$ cat src/rtl/qspi_tx_shifter.sv
// -----------------------------------------------------------------------------
// qspi_tx_shifter
//
// Transmit shifter for the QSPI master. A DW-bit word is captured on start_i
// and serialised onto 1, 2 or 4 IO lanes, one lane-group per step_i strobe
// from the SCK generator, either LSB-first or MSB-first. The word, lane count,
// bit order and (clamped) length are all captured at start, so the inputs are
// free to change while a transfer is in flight.
//
// Ports
//   clk_i        in   1   system clock
//   rst_ni       in   1   asynchronous active-low reset
//   start_i      in   1   begin transfer (only honoured in IDLE)
//   abort_i      in   1   synchronous abort, back to IDLE without done
//   step_i       in   1   shift strobe, advance one lane-group
//   mode_i       in   2   00 single, 01 dual, 10 quad, 11 reserved (single)
//   lsb_first_i  in   1   1: bit 0 first, 0: bit len-1 first
//   len_i        in   CW  transfer length in bits, values above DW clamp to DW
//   din_i        in   DW  transmit word, bits [len-1:0] valid
//   sdo_o        out  4   lane data IO3..IO0
//   oe_o         out  4   lane output enables
//   busy_o       out  1   transfer in progress
//   done_o       out  1   one-cycle completion pulse
//   bit_index_o  out  CW  number of bits already shifted out
//
// All outputs come straight from flops.
// -----------------------------------------------------------------------------
module qspi_tx_shifter #(
    parameter int DW = 64,
    parameter int CW = $clog2(DW + 1)
) (
    input  logic          clk_i,
    input  logic          rst_ni,
    input  logic          start_i,
    input  logic          abort_i,
    input  logic          step_i,
    input  logic [1:0]    mode_i,
    input  logic          lsb_first_i,
    input  logic [CW-1:0] len_i,
    input  logic [DW-1:0] din_i,
    output logic [3:0]    sdo_o,
    output logic [3:0]    oe_o,
    output logic          busy_o,
    output logic          done_o,
    output logic [CW-1:0] bit_index_o
);

    typedef enum logic [0:0] {
        ST_IDLE  = 1'b0,
        ST_SHIFT = 1'b1
    } state_e;

    // One extra bit so that index + lanes can never wrap in the compare.
    typedef logic [CW:0] ext_t;

    localparam ext_t DW_EXT = ext_t'(DW);

    // -------------------------------------------------------------------------
    // Helper functions
    // -------------------------------------------------------------------------

    // Number of active lanes for a mode code; the reserved code behaves as single.
    function automatic logic [2:0] mode_lanes(input logic [1:0] mode);
        logic [2:0] lanes;
        case (mode)
            2'b01:   lanes = 3'd2;
            2'b10:   lanes = 3'd4;
            default: lanes = 3'd1;
        endcase
        return lanes;
    endfunction

    // Output-enable pattern: the low 'lanes' lanes are driven.
    function automatic logic [3:0] lane_oe(input logic [2:0] lanes);
        logic [3:0] oe;
        case (lanes)
            3'd2:    oe = 4'b0011;
            3'd4:    oe = 4'b1111;
            default: oe = 4'b0001;
        endcase
        return oe;
    endfunction

    // Lengths beyond the word width are treated as a full word.
    function automatic logic [CW-1:0] clamp_len(input logic [CW-1:0] len);
        logic [CW-1:0] res;
        if ({1'b0, len} > DW_EXT) begin
            res = DW_EXT[CW-1:0];
        end else begin
            res = len;
        end
        return res;
    endfunction

    // Reorder the word so that transmit order is always ascending bit index.
    // For MSB-first the word is mirrored across the full width and then shifted
    // down by (DW - len), which lands din[len-1] at bit 0 and zero-fills above len.
    function automatic logic [DW-1:0] order_bits(input logic [DW-1:0] din,
                                                 input logic [CW-1:0] len,
                                                 input logic          lsb);
        logic [DW-1:0] rev;
        logic [DW-1:0] res;
        ext_t          sh;
        for (int i = 0; i < DW; i++) begin
            rev[i] = din[DW-1-i];
        end
        sh = DW_EXT - {1'b0, len};
        if (lsb) begin
            res = din;
        end else begin
            res = rev >> sh;
        end
        return res;
    endfunction

    // Lane-group starting at transmit position idx. Positions at or beyond len
    // drive 0. LSB-first puts the earliest bit on IO0, MSB-first on IO(lanes-1).
    function automatic logic [3:0] lane_group(input logic [DW-1:0] data,
                                              input logic [CW-1:0] len,
                                              input ext_t          idx,
                                              input logic [2:0]    lanes,
                                              input logic          lsb);
        logic [3:0]    grp;
        logic [DW-1:0] shifted;
        ext_t          pos;
        logic [2:0]    k_w;
        logic [2:0]    lane;
        logic          bit_v;
        grp = 4'b0000;
        for (int k = 0; k < 4; k++) begin
            k_w     = 3'(k);
            pos     = idx + ext_t'(k);
            shifted = data >> pos;
            if ((k_w < lanes) && (pos < {1'b0, len})) begin
                bit_v = shifted[0];
            end else begin
                bit_v = 1'b0;
            end
            if (lsb) begin
                lane = k_w;
            end else begin
                lane = lanes - 3'd1 - k_w;
            end
            grp = grp | (4'(bit_v) << lane);
        end
        return grp;
    endfunction

    // -------------------------------------------------------------------------
    // State and datapath registers
    // -------------------------------------------------------------------------
    state_e        state_r,   state_s;
    logic [DW-1:0] data_r,    data_s;
    logic [CW-1:0] len_r,     len_s;
    logic [2:0]    lanes_r,   lanes_s;
    logic          lsb_r,     lsb_s;
    logic [CW-1:0] idx_r,     idx_s;
    logic [3:0]    sdo_r,     sdo_s;
    logic [3:0]    oe_r,      oe_s;
    logic          busy_r,    busy_s;
    logic          done_r,    done_s;

    // Capture-side values derived from the live inputs.
    logic [CW-1:0] cap_len_s;
    logic [2:0]    cap_lanes_s;
    logic [DW-1:0] cap_data_s;
    logic          accept_s;

    // Advance-side values derived from the captured transfer.
    ext_t          idx_step_s;
    logic          last_s;

    assign cap_len_s   = clamp_len(len_i);
    assign cap_lanes_s = mode_lanes(mode_i);
    assign cap_data_s  = order_bits(din_i, cap_len_s, lsb_first_i);
    // abort_i in IDLE blocks a simultaneous start; zero length is ignored.
    assign accept_s    = start_i && !abort_i && (len_i != {CW{1'b0}});

    assign idx_step_s  = {1'b0, idx_r} + ext_t'(lanes_r);
    assign last_s      = (idx_step_s >= {1'b0, len_r});

    // Next-state and next-output logic; every output is computed one cycle ahead.
    always_comb begin
        state_s = state_r;
        data_s  = data_r;
        len_s   = len_r;
        lanes_s = lanes_r;
        lsb_s   = lsb_r;
        idx_s   = idx_r;
        sdo_s   = sdo_r;
        oe_s    = oe_r;
        busy_s  = busy_r;
        done_s  = 1'b0;
        case (state_r)
            ST_IDLE: begin
                if (accept_s) begin
                    state_s = ST_SHIFT;
                    data_s  = cap_data_s;
                    len_s   = cap_len_s;
                    lanes_s = cap_lanes_s;
                    lsb_s   = lsb_first_i;
                    idx_s   = {CW{1'b0}};
                    sdo_s   = lane_group(cap_data_s, cap_len_s, {(CW+1){1'b0}},
                                         cap_lanes_s, lsb_first_i);
                    oe_s    = lane_oe(cap_lanes_s);
                    busy_s  = 1'b1;
                end else begin
                    idx_s   = {CW{1'b0}};
                    sdo_s   = 4'b0000;
                    oe_s    = 4'b0000;
                    busy_s  = 1'b0;
                end
            end
            ST_SHIFT: begin
                if (abort_i) begin
                    // Abort wins over a coincident step and never raises done.
                    state_s = ST_IDLE;
                    idx_s   = {CW{1'b0}};
                    sdo_s   = 4'b0000;
                    oe_s    = 4'b0000;
                    busy_s  = 1'b0;
                end else if (step_i) begin
                    if (last_s) begin
                        state_s = ST_IDLE;
                        idx_s   = {CW{1'b0}};
                        sdo_s   = 4'b0000;
                        oe_s    = 4'b0000;
                        busy_s  = 1'b0;
                        done_s  = 1'b1;
                    end else begin
                        idx_s   = idx_step_s[CW-1:0];
                        sdo_s   = lane_group(data_r, len_r, idx_step_s, lanes_r, lsb_r);
                    end
                end else begin
                    state_s = ST_SHIFT;
                end
            end
            default: begin
                state_s = ST_IDLE;
                idx_s   = {CW{1'b0}};
                sdo_s   = 4'b0000;
                oe_s    = 4'b0000;
                busy_s  = 1'b0;
            end
        endcase
    end

    // State, captured transfer and output registers.
    always_ff @(posedge clk_i or negedge rst_ni) begin
        if (!rst_ni) begin
            state_r <= ST_IDLE;
            data_r  <= {DW{1'b0}};
            len_r   <= {CW{1'b0}};
            lanes_r <= 3'd1;
            lsb_r   <= 1'b0;
            idx_r   <= {CW{1'b0}};
            sdo_r   <= 4'b0000;
            oe_r    <= 4'b0000;
            busy_r  <= 1'b0;
            done_r  <= 1'b0;
        end else begin
            state_r <= state_s;
            data_r  <= data_s;
            len_r   <= len_s;
            lanes_r <= lanes_s;
            lsb_r   <= lsb_s;
            idx_r   <= idx_s;
            sdo_r   <= sdo_s;
            oe_r    <= oe_s;
            busy_r  <= busy_s;
            done_r  <= done_s;
        end
    end

    assign sdo_o       = sdo_r;
    assign oe_o        = oe_r;
    assign busy_o      = busy_r;
    assign done_o      = done_r;
    assign bit_index_o = idx_r;

endmodule

$ cat config.mk
export PLATFORM = sky130hd
export DESIGN_NAME = qspi_tx_shifter
export DESIGN_NICKNAME = d
export VERILOG_FILES = /design/src/rtl/qspi_tx_shifter.sv
export SDC_FILE = /design/constraint.sdc
export NUM_CORES = 1
export LEC_CHECK = 0
export BUFFER_PORTS_ARGS = -buffer_cell sky130_fd_sc_hd__buf_4
export CORE_ASPECT_RATIO = 1.4
export CORE_MARGIN = 2
export CORE_UTILIZATION = 60
export CTS_CLUSTER_DIAMETER = 150
export CTS_CLUSTER_SIZE = 40
export DETAILED_ROUTE_END_ITERATION = 7
export GPL_TIMING_DRIVEN = 0
export PLACE_DENSITY = 0.81
export RECOVER_POWER = 50
export SLEW_MARGIN = 20
export SYNTH_ARGS = -nofsm -noshare
export SYNTH_HDL_FRONTEND = slang
export SYNTH_SLANG_ARGS = --single-unit
$ cat constraint.sdc
create_clock -name clk_i -period 13.4 [get_ports clk_i]
set_clock_uncertainty 0.1 [all_clocks]
set_input_delay 1.34 -clock clk_i [delete_from_list [all_inputs] [get_ports clk_i]]
set_output_delay 1.34 -clock clk_i [all_outputs]
set_load 0.005 [all_outputs]
==> run_results.csv, run 1 <==
group,metric,value,unit
grt,grtUsageTotal,63.02,%
grt,grt_pass1_vias,16502,
grt,grt_max_degree,92,
synthesis,netlist_instances,1612,
clock_network,cts_setup_buffers,0,
clock_network,cts_num_sinks,91,
grt,grt_pass1_wl,107.9,mm
placement,hpwl,51.67,mm
clock_network,holdBufCountCts,0,
synthesis,syn_area_per_cell,8.136,um2
synthesis,synth.distinct_cells,92,
clock_network,numCtsBuffers,9,
synthesis,synth_edf_count,0,
clock_network,clk_path_buf_depth,2,
clock_network,htreeDepth,3,
floorplan,io_pins,96,
floorplan,initial_core_util,60.66,%
synthesis,syn_nets,1734,
floorplan,rows,64,
placement,portBuffers,92,
clock_network,cts_resized,0,
status,lastStage,"global routing",
synthesis,synth_flop_cell,"dfrtp_1",
status,status,"stopped before the end",
synthesis,ys_ff_latch,91,
synthesis,yosys_warnings,0,
clock_network,cts-root-buf,"clkbuf_16",
synthesis,synthesis.area,0.01312,mm2
placement,gp_congestion,1.224,
synthesis,synthArstFlopShare,100.0,%
floorplan,die_y,178.9,um
placement,dpl_cell_area,0.01415,mm2
grt,overflow,74,
status,firstError,"[ERROR GRT-0116] Global routing finished with congestion. Check the congestion regions in the DRC Viewer.",
synthesis,ys_seq_area_share,17.37,%
floorplan,die_x,129.0,um
-- synth_stat cells (22+ instances only) --
| cell | n | share of area [%] |
|---|---|---|
| a211oi_1 | 30 | 1.7 |
| a21oi_1 | 92 | 3.5 |
| a221oi_1 | 29 | 1.9 |
| a22oi_1 | 27 | 1.5 |
| buf_2 | 40 | 1.5 |
| clkbuf_1 | 68 | 1.9 |
| dfrtp_1 | 90 | 17 |
| ha_1 | 42 | 4.0 |
| inv_1 | 34 | 0.97 |
| mux2_2 | 57 | 4.9 |
| mux2i_1 | 199 | 15 |
| mux4_2 | 46 | 7.9 |
| nand2_1 | 169 | 4.8 |
| nand3_1 | 29 | 1.1 |
| nor2_1 | 159 | 4.6 |
| nor3_1 | 36 | 1.4 |
| o211ai_1 | 22 | 1.3 |
| o21ai_0 | 80 | 3.1 |
| o22ai_1 | 22 | 1.0 |
-- layer usage --
| metal | track usage (%) | overflow |
|---|---|---|
| met2 | 88.03 | 42 |
| met1 | 63.20 | 0 |
| met5 | 0.4525 | 0 |
| met4 | 65.49 | 30 |
| met3 | 35.51 | 2 |
-- metrics by stage --
stage	cells	setup slack, ns
after floorplan	1612	8.156
after global placement	1968	6.166
after detailed placement	1968	6.276
after CTS	1984	6.635
-- cell families after synthesis --
kind of cell	after synthesis	synth area share [%]
AOI/OAI and AO/OA	458	24.16
adders and majority gates	43	4.159
buffers and inverters	170	5.476
muxes	303	28.09
xor gates and xnor gates	27	2.442
DFF	91	17.37
and+or+nand+nor	520	18.31
==> run 2: changes to the inputs <==
--- a/config.mk
+++ b/config.mk
@@ -6,14 +6,11 @@
 export NUM_CORES = 1
 export LEC_CHECK = 0
 export BUFFER_PORTS_ARGS = -buffer_cell sky130_fd_sc_hd__buf_4
-export CORE_ASPECT_RATIO = 1.4
 export CORE_MARGIN = 2
-export CORE_UTILIZATION = 60
-export CTS_CLUSTER_DIAMETER = 150
-export CTS_CLUSTER_SIZE = 40
+export CORE_UTILIZATION = 40
 export DETAILED_ROUTE_END_ITERATION = 7
 export GPL_TIMING_DRIVEN = 0
-export PLACE_DENSITY = 0.81
+export PLACE_DENSITY_LB_ADDON = 0.15
 export RECOVER_POWER = 50
 export SLEW_MARGIN = 20
 export SYNTH_ARGS = -nofsm -noshare
==> run 2 against run 1 <==
Against the previous run:
- the flow now finishes, with violations (max-capacitance violations, max-slew violations)
- area after synthesis did not move
- synthesized cell count did not move
==> run_results.csv, run 2 <==
group,metric,value,unit
grt,overflow,0,
timing,rsz0062_at_grt,"no",
finish,drive_gt1_share,16.05,%
synthesis,syn_nets,1734,
synthesis,ys_ff_latch,91,
placement,placed_cells,2146,
finish,post-route-util,45.22,%
synthesis,yosys_warnings,0,
status,violations,"max-capacitance violations, max-slew violations",
finish,final_cell_mix,"mux2i_1 (199), nand2_1 (169), nor2_1 (159), a21oi_1 (92), buf_4 (91)",
placement,gp_congestion,1.051,
floorplan,io_pins,96,
clock_network,cts-root-buf,"clkbuf_16",
floorplan,die_area,0.03425,mm2
finish,multi_input_area,0.01012,mm2
power_and_ir_drop,peakVddDrop,0.05843,mV
synthesis,yosys.area_share.simple,18.31,%
timing,slew_violations,92,
detailed_routing,drt_wl_total,66.54,mm
clock_network,clkTransAtPathRegs,0.08,ns
critical_path,required,13.60,ns
critical_path,crit_chain,"ha_1 > inv_1 > fa_1 > buf_1 > inv_1 > ha_1 > clkbuf_1 > inv_1 > nor2_1 > xnor3_1 > buf_2 > buf_4 > ha_1 > o21a_1 > o21ai_0 > a21oi_1 > nor4_1 > o211ai_1 > nor4_1 > a2111oi_0 > o21ai_1",
grt,grt_pass1_vias,13962,
clock_network,cts_tree,"done",
timing,slew-limit-headroom,-238.0,%
floorplan,initial_core_util,40.51,%
synthesis,netlist_instances,1612,
critical_path,crit_arrival,7.28,ns
run,cap_violations,1,
power_and_ir_drop,totalPowerFinal,0.001816,W
grt,grtUsageTotal,38.90,%
grt,grt_max_degree,92,
finish,final_nets,1837,
hold_path,min_from,"len_r[2]",
synthesis,synthesis.area,0.01312,mm2
finish,fin_area,0.01464,mm2
finish,fillers,3369,
critical_path,critPathSlowestCell,"fa_1",
clock_network,cts_setup_buffers,0,
synthesis,synth.distinct_cells,92,
timing,fin_tns_setup,0,ns
critical_path,path_class,"reg2reg",
detailed_routing,vias,14820,
synthesis,synth.area.top_cells,"dfrtp_1 (17%), mux2i_1 (15%), mux4_2 (7.9%)",
synthesis,synth_mux_area_share,28.09,%
synthesis,yosys.cell_count.top_type,"mux2i_1",
detailed_routing,viasPerCell,6.852,
detailed_routing,wl_per_cell,30.76,um
synthesis,ys_seq_area_share,17.37,%
clock_network,numCtsBuffers,9,
synthesis,ys_top_cells_by_count,"mux2i_1 (199), nand2_1 (169), nor2_1 (159)",
placement,hpwl,54.06,mm
detailed_routing,drc,0,
synthesis,yosysTopAreaCell,"dfrtp_1",
critical_path,crit_start,"lanes_r[0]",
critical_path,cpPeakStageDelay,0.70,ns
timing,fmax,141.2,MHz
critical_path,cp_num_buf_inv,7,
finish,top_register,"data_r",
detailed_routing,top_layer_used,"met5",
synthesis,synthArstFlopShare,100.0,%
finish,largest_reg_flops,64,
finish,fin_cells,2163,
critical_path,crit_path_start_kind,"register",
clock_network,cts_resized,0,
critical_path,reg2reg_from,"lanes_r[0]",
synthesis,synth_top_family_by_area,"multiplexers",
timing,worst_pin_slew,5.070,ns
floorplan,rows,66,
detailed_routing,wl_met1,28.48,mm
timing,setup_viol,0,
clock_network,holdBufCountCts,0,
detailed_routing,first_pass_iters,5,
synthesis,syn_area_per_cell,8.136,um2
clock_network,cts_num_sinks,91,
power_and_ir_drop,power_leakage,6.197,nW
floorplan,die_x,185.1,um
synthesis,synth_compound_area_share,24.16,%
floorplan,die_y,185.1,um
clock_network,clk_latency,0.37,ns
critical_path,cp-end-kind,"register",
finish,area_growth,11.62,%
detailed_routing,met3_length,8.147,mm
timing,min_period,7.080,ns
synthesis,yosys.area.top_type_share,17.17,%
detailed_routing,ant_nets,0,
timing,finalHoldViolations,0,
placement,dpl_cell_area,0.01436,mm2
clock_network,clk_path_buf_depth,2,
grt,antenna_found_initial,3,
grt,grt_pass1_wl,96.63,mm
power_and_ir_drop,p_per_area,124.0,mW/mm2
status,status,"finished with violations",
timing,fin_crit_sh,52.84,%
critical_path,cpLargestDelayFamily,"buffers and inverters",
hold_path,hp-class,"reg2reg",
finish,seq_area,0.002278,mm2
clock_network,htreeDepth,3,
synthesis,synth_flop_cell,"dfrtp_1",
synthesis,synth_edf_count,0,
finish,layout_commonest_cell,"mux2i_1",
detailed_routing,drt_iter0_markers,1922,
floorplan,core_area,0.03237,mm2
placement,portBuffers,92,
synthesis,synthAdderAreaFrac,4.160,%
critical_path,critical_path.max_fanout,10,
detailed_routing,wl_met2,26.74,mm
synthesis,synth_xor_area_share,2.442,%
[run 2: layer usage]
| metal | track usage, % | up-vias |
|---|---|---|
| met4 | 16.13 | 2 |
| met1 | 56.61 | 7219 |
| met5 | 0 | - |
| met3 | 9.025 | 193 |
| met2 | 54.65 | 1057 |
| li1 | - | 6349 |
[run 2: power breakdown]
part | internal [W] | total, W | leakage [nW] | switching, W
sequential | 0.000333 | 0.000411 | 1.13 | 0.0000781
clock | 0.000147 | 0.000270 | 0.148 | 0.000123
combinational | 0.000424 | 0.00113 | 4.92 | 0.000710
[run 2: worst reg2reg max path: stages, from the launching register on]
cell,delay [ns]
dfstp_2,0.58
ha_1,0.24
inv_1,0.07
fa_1,0.70
buf_1,0.58
inv_1,0.43
ha_1,0.31
clkbuf_1,0.23
inv_1,0.23
nor2_1,0.12
xnor3_1,0.36
buf_2,0.29
buf_4,0.28
ha_1,0.26
o21a_1,0.10
o21ai_0,0.15
a21oi_1,0.10
nor4_1,0.67
o211ai_1,0.53
nor4_1,0.39
a2111oi_0,0.13
o21ai_1,0.15
[run 2: per-stage QoR]
| step | setup slack [ns] | hold slack, ns |
|---|---|---|
| after CTS | 6.551 | 0.3896 |
| after global placement | 6.086 | 0.3713 |
| final | 6.320 | 0.3864 |
| after global routing | 6.078 | 0.4190 |
| after detailed placement | 6.259 | 0.3741 |
| after floorplan | 8.156 | 0.3498 |
[run 2: logic make-up (layout without fill, tap and decap cells)]
kind of cell / Yosys count / count (layout)
xor+xnor: 27 / 27
fa+ha+maj: 43 / 43
mux: 303 / 303
buf+inv: 170 / 278
flops: 91 / 91
simple gates: 520 / 520
compound gates: 458 / 458
other cells: 0 / 1
[run 2: layout make-up]
class | instances | share of cell area [%]
Timing Repair Buffer | 92 | 4.513
Tap cell | 442 | 3.778
Buffer | 132 | 3.932
Sequential cell | 91 | 15.56
Clock buffer | 10 | 1.564
Antenna cell | 1 | 0.01709
Multi-Input combinational cell | 1351 | 69.15
Clock inverter | 6 | 0.5043
Inverter | 38 | 0.9744
[run 2: path summary, 6_finish.rpt]
| check | end | slack [ns] | cells after the start |
|---|---|---|---|
| max in group asynchronous | data_r[29] | 7.61 | 1 |
| worst min-delay path | len_r[2] | 0.39 | 2 |
| worst min register to register | len_r[2] | 0.39 | 2 |
| worst max-delay path | sdo_o[2] | 6.32 | 21 |
| min in group asynchronous | bit_index_o[3] | 2.70 | 1 |
| worst max register to register | sdo_o[2] | 6.32 | 21 |
No activity file was read; power rests on OpenSTA's default activity.
